<file path="src/rtl/dcache.sv">
// Direct-mapped, write-back, write-allocate data cache with a line-wide memory port.
// Define DCACHE_STATS_EN to add the hit_count/miss_count statistics outputs.
module dcache #(
   parameter int LINES       = 16,
   parameter int WIDTH       = 16,
   parameter int MEM_LATENCY = 1
) (
   input  logic               clk,
   input  logic               reset,
   input  logic [31:0]        addr,
   input  logic [31:0]        wdata,
   input  logic               read,
   input  logic               write,
   output logic [31:0]        rdata,
   output logic               stall,
   output logic [31:0]        mem_addr,
   output logic [WIDTH*8-1:0] mem_wdata,
   output logic               mem_read,
   output logic               mem_write,
`ifdef DCACHE_STATS_EN
   output logic [31:0]        hit_count,
   output logic [31:0]        miss_count,
`endif
   input  logic [WIDTH*8-1:0] mem_rdata
);

   localparam int OFF_W  = $clog2(WIDTH);
   localparam int IDX_W  = $clog2(LINES);
   localparam int TAG_W  = 32 - OFF_W - IDX_W;
   localparam int WORDS  = WIDTH / 4;
   localparam int WSEL_W = (WORDS > 1) ? $clog2(WORDS) : 1;
   localparam int CNT_W  = (MEM_LATENCY > 1) ? $clog2(MEM_LATENCY) : 1;
   localparam int LINE_W = WIDTH * 8;
   localparam logic [CNT_W-1:0] CNT_LAST = CNT_W'(MEM_LATENCY - 1);

   typedef enum logic [1:0] {
      IDLE      = 2'd0,
      WRITEBACK = 2'd1,
      FILL      = 2'd2,
      FILL_WAIT = 2'd3
   } state_t;

   state_t             state_q, state_d;
   logic [CNT_W-1:0]   cnt_q, cnt_d;
   logic               reset_q;
   logic [LINES-1:0]   valid_q;
   logic [LINES-1:0]   dirty_q;
   logic [TAG_W-1:0]   tag_q  [LINES];
   logic [LINE_W-1:0]  data_q [LINES];

   logic [IDX_W-1:0]   idx_s;
   logic [TAG_W-1:0]   tag_s;
   logic [WSEL_W-1:0]  wsel_s;
   logic [TAG_W-1:0]   vtag_s;
   logic [LINE_W-1:0]  line_s;
   logic [LINE_W-1:0]  wr_line_s;
   logic [31:0]        rd_word_s;
   logic               hit_s;
   logic               req_s;
   logic               quiet_s;
   logic               line_we_s;
   logic               fill_s;
   logic               unused_s;

   assign idx_s    = addr[OFF_W +: IDX_W];
   assign tag_s    = addr[31 -: TAG_W];
   assign unused_s = ^addr[1:0];

   generate
      if (WORDS > 1) begin : g_wsel
         assign wsel_s = addr[OFF_W-1:2];
      end else begin : g_wsel_one
         assign wsel_s = 1'b0;
      end
   endgenerate

   assign line_s  = data_q[idx_s];
   assign vtag_s  = tag_q[idx_s];
   assign hit_s   = valid_q[idx_s] && (vtag_s == tag_s);
   // The cycle of reset and the one after it must stay silent, so requests are masked there.
   assign quiet_s = reset | reset_q;
   assign req_s   = (read | write) & ~quiet_s;

   // Word extraction for loads and word merge for stores.
   always_comb begin
      rd_word_s = line_s[32*wsel_s +: 32];
      wr_line_s = line_s;
      wr_line_s[32*wsel_s +: 32] = wdata;
   end

   // Next-state and output decode for the miss-handling FSM.
   always_comb begin
      state_d   = state_q;
      cnt_d     = cnt_q;
      stall     = 1'b0;
      mem_read  = 1'b0;
      mem_write = 1'b0;
      mem_addr  = 32'h0;
      mem_wdata = '0;
      rdata     = 32'h0;
      line_we_s = 1'b0;
      fill_s    = 1'b0;
      if (!quiet_s) begin
         case (state_q)
            IDLE: begin
               if (req_s) begin
                  if (hit_s) begin
                     if (read) rdata = rd_word_s;
                     else      rdata = 32'h0;
                     if (write) line_we_s = 1'b1;
                     else       line_we_s = 1'b0;
                  end else begin
                     stall = 1'b1;
                     if (valid_q[idx_s] && dirty_q[idx_s]) state_d = WRITEBACK;
                     else                                  state_d = FILL;
                  end
               end else begin
                  state_d = IDLE;
               end
            end
            WRITEBACK: begin
               stall     = 1'b1;
               mem_write = 1'b1;
               mem_addr  = {vtag_s, idx_s, {OFF_W{1'b0}}};
               mem_wdata = line_s;
               state_d   = FILL;
            end
            FILL: begin
               stall    = 1'b1;
               mem_read = 1'b1;
               mem_addr = {tag_s, idx_s, {OFF_W{1'b0}}};
               cnt_d    = '0;
               state_d  = FILL_WAIT;
            end
            FILL_WAIT: begin
               stall = 1'b1;
               if (cnt_q == CNT_LAST) begin
                  fill_s  = 1'b1;
                  cnt_d   = '0;
                  state_d = IDLE;
               end else begin
                  cnt_d = cnt_q + CNT_W'(1);
               end
            end
            default: begin
               state_d = IDLE;
               cnt_d   = '0;
            end
         endcase
      end else begin
         state_d = IDLE;
         cnt_d   = '0;
      end
   end

   // FSM state, wait counter and per-line status bits.
   always_ff @(posedge clk) begin
      if (reset) begin
         state_q <= IDLE;
         cnt_q   <= '0;
         reset_q <= 1'b1;
         valid_q <= '0;
         dirty_q <= '0;
      end else begin
         state_q <= state_d;
         cnt_q   <= cnt_d;
         reset_q <= 1'b0;
         if (fill_s) begin
            valid_q[idx_s] <= 1'b1;
            dirty_q[idx_s] <= 1'b0;
         end else if (line_we_s) begin
            dirty_q[idx_s] <= 1'b1;
         end
      end
   end

   // Data and tag arrays are left uninitialised; valid bits guard them.
   always_ff @(posedge clk) begin
      if (fill_s) begin
         data_q[idx_s] <= mem_rdata;
         tag_q[idx_s]  <= tag_s;
      end else if (line_we_s) begin
         data_q[idx_s] <= wr_line_s;
      end
   end

`ifdef DCACHE_STATS_EN
   logic [31:0] hit_count_q;
   logic [31:0] miss_count_q;
   logic        after_fill_q;

   // The hit that completes a refilled request is not a first-cycle hit.
   always_ff @(posedge clk) begin
      if (reset) begin
         hit_count_q  <= 32'h0;
         miss_count_q <= 32'h0;
         after_fill_q <= 1'b0;
      end else begin
         after_fill_q <= fill_s;
         if ((state_q == IDLE) && req_s && hit_s && !after_fill_q)
            hit_count_q <= hit_count_q + 32'd1;
         if ((state_q == IDLE) && req_s && !hit_s)
            miss_count_q <= miss_count_q + 32'd1;
      end
   end

   assign hit_count  = hit_count_q;
   assign miss_count = miss_count_q;
`endif

endmodule

</file>
<file path="config.mk">
export PLATFORM = sky130hd
export DESIGN_NAME = dcache
export DESIGN_NICKNAME = d
export VERILOG_FILES = /design/src/rtl/dcache.sv
export SDC_FILE = /design/constraint.sdc
export NUM_CORES = 2
export LEC_CHECK = 0
export CELL_PAD_IN_SITES_DETAIL_PLACEMENT = 1
export CELL_PAD_IN_SITES_GLOBAL_PLACEMENT = 2
export CORE_MARGIN = 5
export CORE_UTILIZATION = 48
export DETAILED_ROUTE_END_ITERATION = 12
export PLACE_DENSITY = 0.85
export SLEW_MARGIN = 20
export SYNTH_ARGS = -nofsm -noshare
export SYNTH_HDL_FRONTEND = slang
export SYNTH_SLANG_ARGS = --single-unit
</file>
<file path="constraint.sdc">
create_clock -name clk -period 22.5 [get_ports clk]
set_clock_uncertainty 0.1 [all_clocks]
set_input_delay 6.75 -clock clk [delete_from_list [all_inputs] [get_ports clk]]
set_output_delay 6.75 -clock clk [all_outputs]
set_load 0.005 [all_outputs]
</file>
==> results_dict.tcl <==
set metrics [dict create \
    die_w_um 467 \
    synth_most_common_cell "edfxtp_1" \
    tritoncts "yes" \
    endpoint_kind "output pin" \
    std_cell_rows 168 \
    worst_slew_pin_slew_ns 1.30 \
    synth_cell_types 75 \
    ys_ff_latch 2467 \
    cts_buffers 240 \
    syn_inst 4744 \
    clock-sinks 2467 \
    maxSlewViolCount 0 \
    setup_tns_ns 0 \
    slew_headroom 0.132 \
    antenna_found_initial 21 \
    p_leak_uw 0.0369 \
    cts_max_level 4 \
    portBuffers 384 \
    setup_violations 0 \
    grt.total_usage 0.289 \
    drt_pass1_iterations 5 \
    start_util 0.481 \
    synth_top_cell_area_share 0.727 \
    post_cts_buffers 0 \
    cap_viol_max_count 0 \
    synth.avg_cell_area_sq_um 21.2 \
    gp_congestion 0.790 \
    period_needed_ns 19.00 \
    clk_pin_slew_worst_paths_ns 0.06 \
    cp_max_fo 90 \
    worst-setup-path-type "in -> out" \
    grt_max_degree 146 \
    routed_wl_um 315000 \
    syn_to_final_growth_pct 15.2 \
    rsz0062_at_grt "false" \
    async_reset_ff_frac 0 \
    clock_path_buffers 3 \
    hpwl_um 179000 \
    num-nets-final 5407 \
    synthTopCellsByCount "edfxtp_1 (2432), mux4_2 (755), nand2_1 (204)" \
    ir_drop_uv 101 \
    status "completed" \
    grt_pass1_wl_um 441000 \
    synth_top_area_cell "edfxtp_1" \
    clock-root-buffer "clkbuf_16" \
    cp.arrival_ns 12.15 \
    design.die.area_sq_um 218000 \
    clock_latency_ns 0.91 \
    ys.flop_type "edfxtp_1" \
    min_path_type "reg -> reg" \
    drt-initial-drc-count 7279 \
    routed-via-count 53500 \
    wl_per_cell_um 38.3 \
    cts_resized 0 \
    place_area_sq_um 108000 \
    ios 391 \
    drc 0 \
    grt_overflow_total 0 \
    crit_required_ns 15.65 \
    fp.dieH_um 467 \
    synth_edf_count 2432 \
    coreArea_sq_um 209000 \
    hold_viol_final 0 \
    power.density_nw_per_um2 84.1 \
    synthTopCellsByArea "edfxtp_1 (73%), mux4_2 (17%), mux2_4 (1.8%)" \
    setup.worst_path.start_class "input port" \
    ys.warnings.count 0 \
    drive_gt1_frac 0.260 \
    grt_pass1_vias 55600 \
    final_area_sq_um 116000 \
    yosysSeqAreaShare 0.734 \
    synthesis.area_sq_um 100000 \
    cts_hold_buf 0 \
    ant_nets 0 \
    max_freq_ghz 0.0526 \
    viasPerCell 6.50 \
    finalCritPeriodShare 0.845 \
]
-- path summary, 6_finish.rpt --
| path | from | end | slack [ns] | depth (start not counted) |
|---|---|---|---|---|
| max | addr[4] | rdata[2] | 3.50 | 9 |
| max reg2reg | tag_q[6][10] | data_q[13][86] | 15.97 | 11 |
| min reg2reg | valid_q[10] | valid_q[10] | 0.37 | 2 |
| min | valid_q[10] | valid_q[10] | 0.37 | 2 |
-- flip-flops by register name, indices dropped and copies added, names as in the netlist, named ones only --
| name | flops |
|---|---|
| tag_q | 384 |
| state_q | 2 |
| reset_q | 1 |
| data_q | 2048 |
| valid_q | 16 |
-- placed cells by master (no fill, tap or decap), drive strengths merged, types with 107 or more instances in the layout --
master	instances
clkinv	107
mux2	139
and2	138
clkbuf	303
edfxtp	2432
nand2	204
inv	154
clkdlybuf4s50	380
o21ai	141
mux4	755
buf	114
-- layout make-up --
type	count	area [sq um]
clock inverters	147	1580
diodes	12	30.0
well taps	2805	3510
inverters	147	561
multi-input cells	1851	25100
flip-flops and latches	2467	73700
clock buffers	303	6320
repair buffers	494	4870
fillers	18200	93200
-- routing by layer --
layer / wire [um] / track usage
met5: 27 / 0
met4: 22200 / 0.173
met3: 32000 / 0.0631
met2: 153000 / 0.463
met1: 107000 / 0.364
-- where the power goes --
| part | internal (uW) | leakage, uW | switching (uW) | total, uW |
|---|---|---|---|---|
| Sequential | 5040 | 0.0221 | 0.178 | 5040 |
| Combinational | 228 | 0.0109 | 374 | 602 |
| Clock | 2310 | 0.00384 | 1770 | 4080 |
-- cells by family (layout without fill, tap and decap cells) --
| family | Yosys count | count (layout) | synth area share |
|---|---|---|---|
| AOI/OAI and AO/OA | 291 | 291 | 0.0180 |
| xor gates and xnor gates | 18 | 18 | 0.00157 |
| adders and majority gates | 10 | 10 | 0.00125 |
| buffers and inverters | 429 | 1091 | 0.0187 |
| DFF | 2467 | 2467 | 0.734 |
| muxes | 981 | 981 | 0.198 |
| other | 1 | 16 | 0.0000373 |
| and+or+nand+nor | 547 | 547 | 0.0281 |
-- stage by stage --
step	instances	worst slack (ns)	hold slack, ns	util	power [uW]
after floorplan	4747	3.02	0.335	-	5470
after global placement	7764	3.69	0.343	0.516	5720
after detailed placement	7764	3.55	0.359	0.516	5730
after CTS	8214	3.52	0.373	0.554	9760
after global routing	8218	3.31	0.402	0.554	10000
final	8226	3.50	0.374	0.554	9730
-- worst max-delay path, stage by stage --
cell	delay, ns
buf_8	0.57
buf_12	0.56
mux4_2	0.65
xor2_1	0.18
o41a_1	0.32
o41ai_1	0.71
nand2_2	0.86
nor4b_1	0.68
clkdlybuf4s50_1	0.61
(Power assumes the default switching activity.)
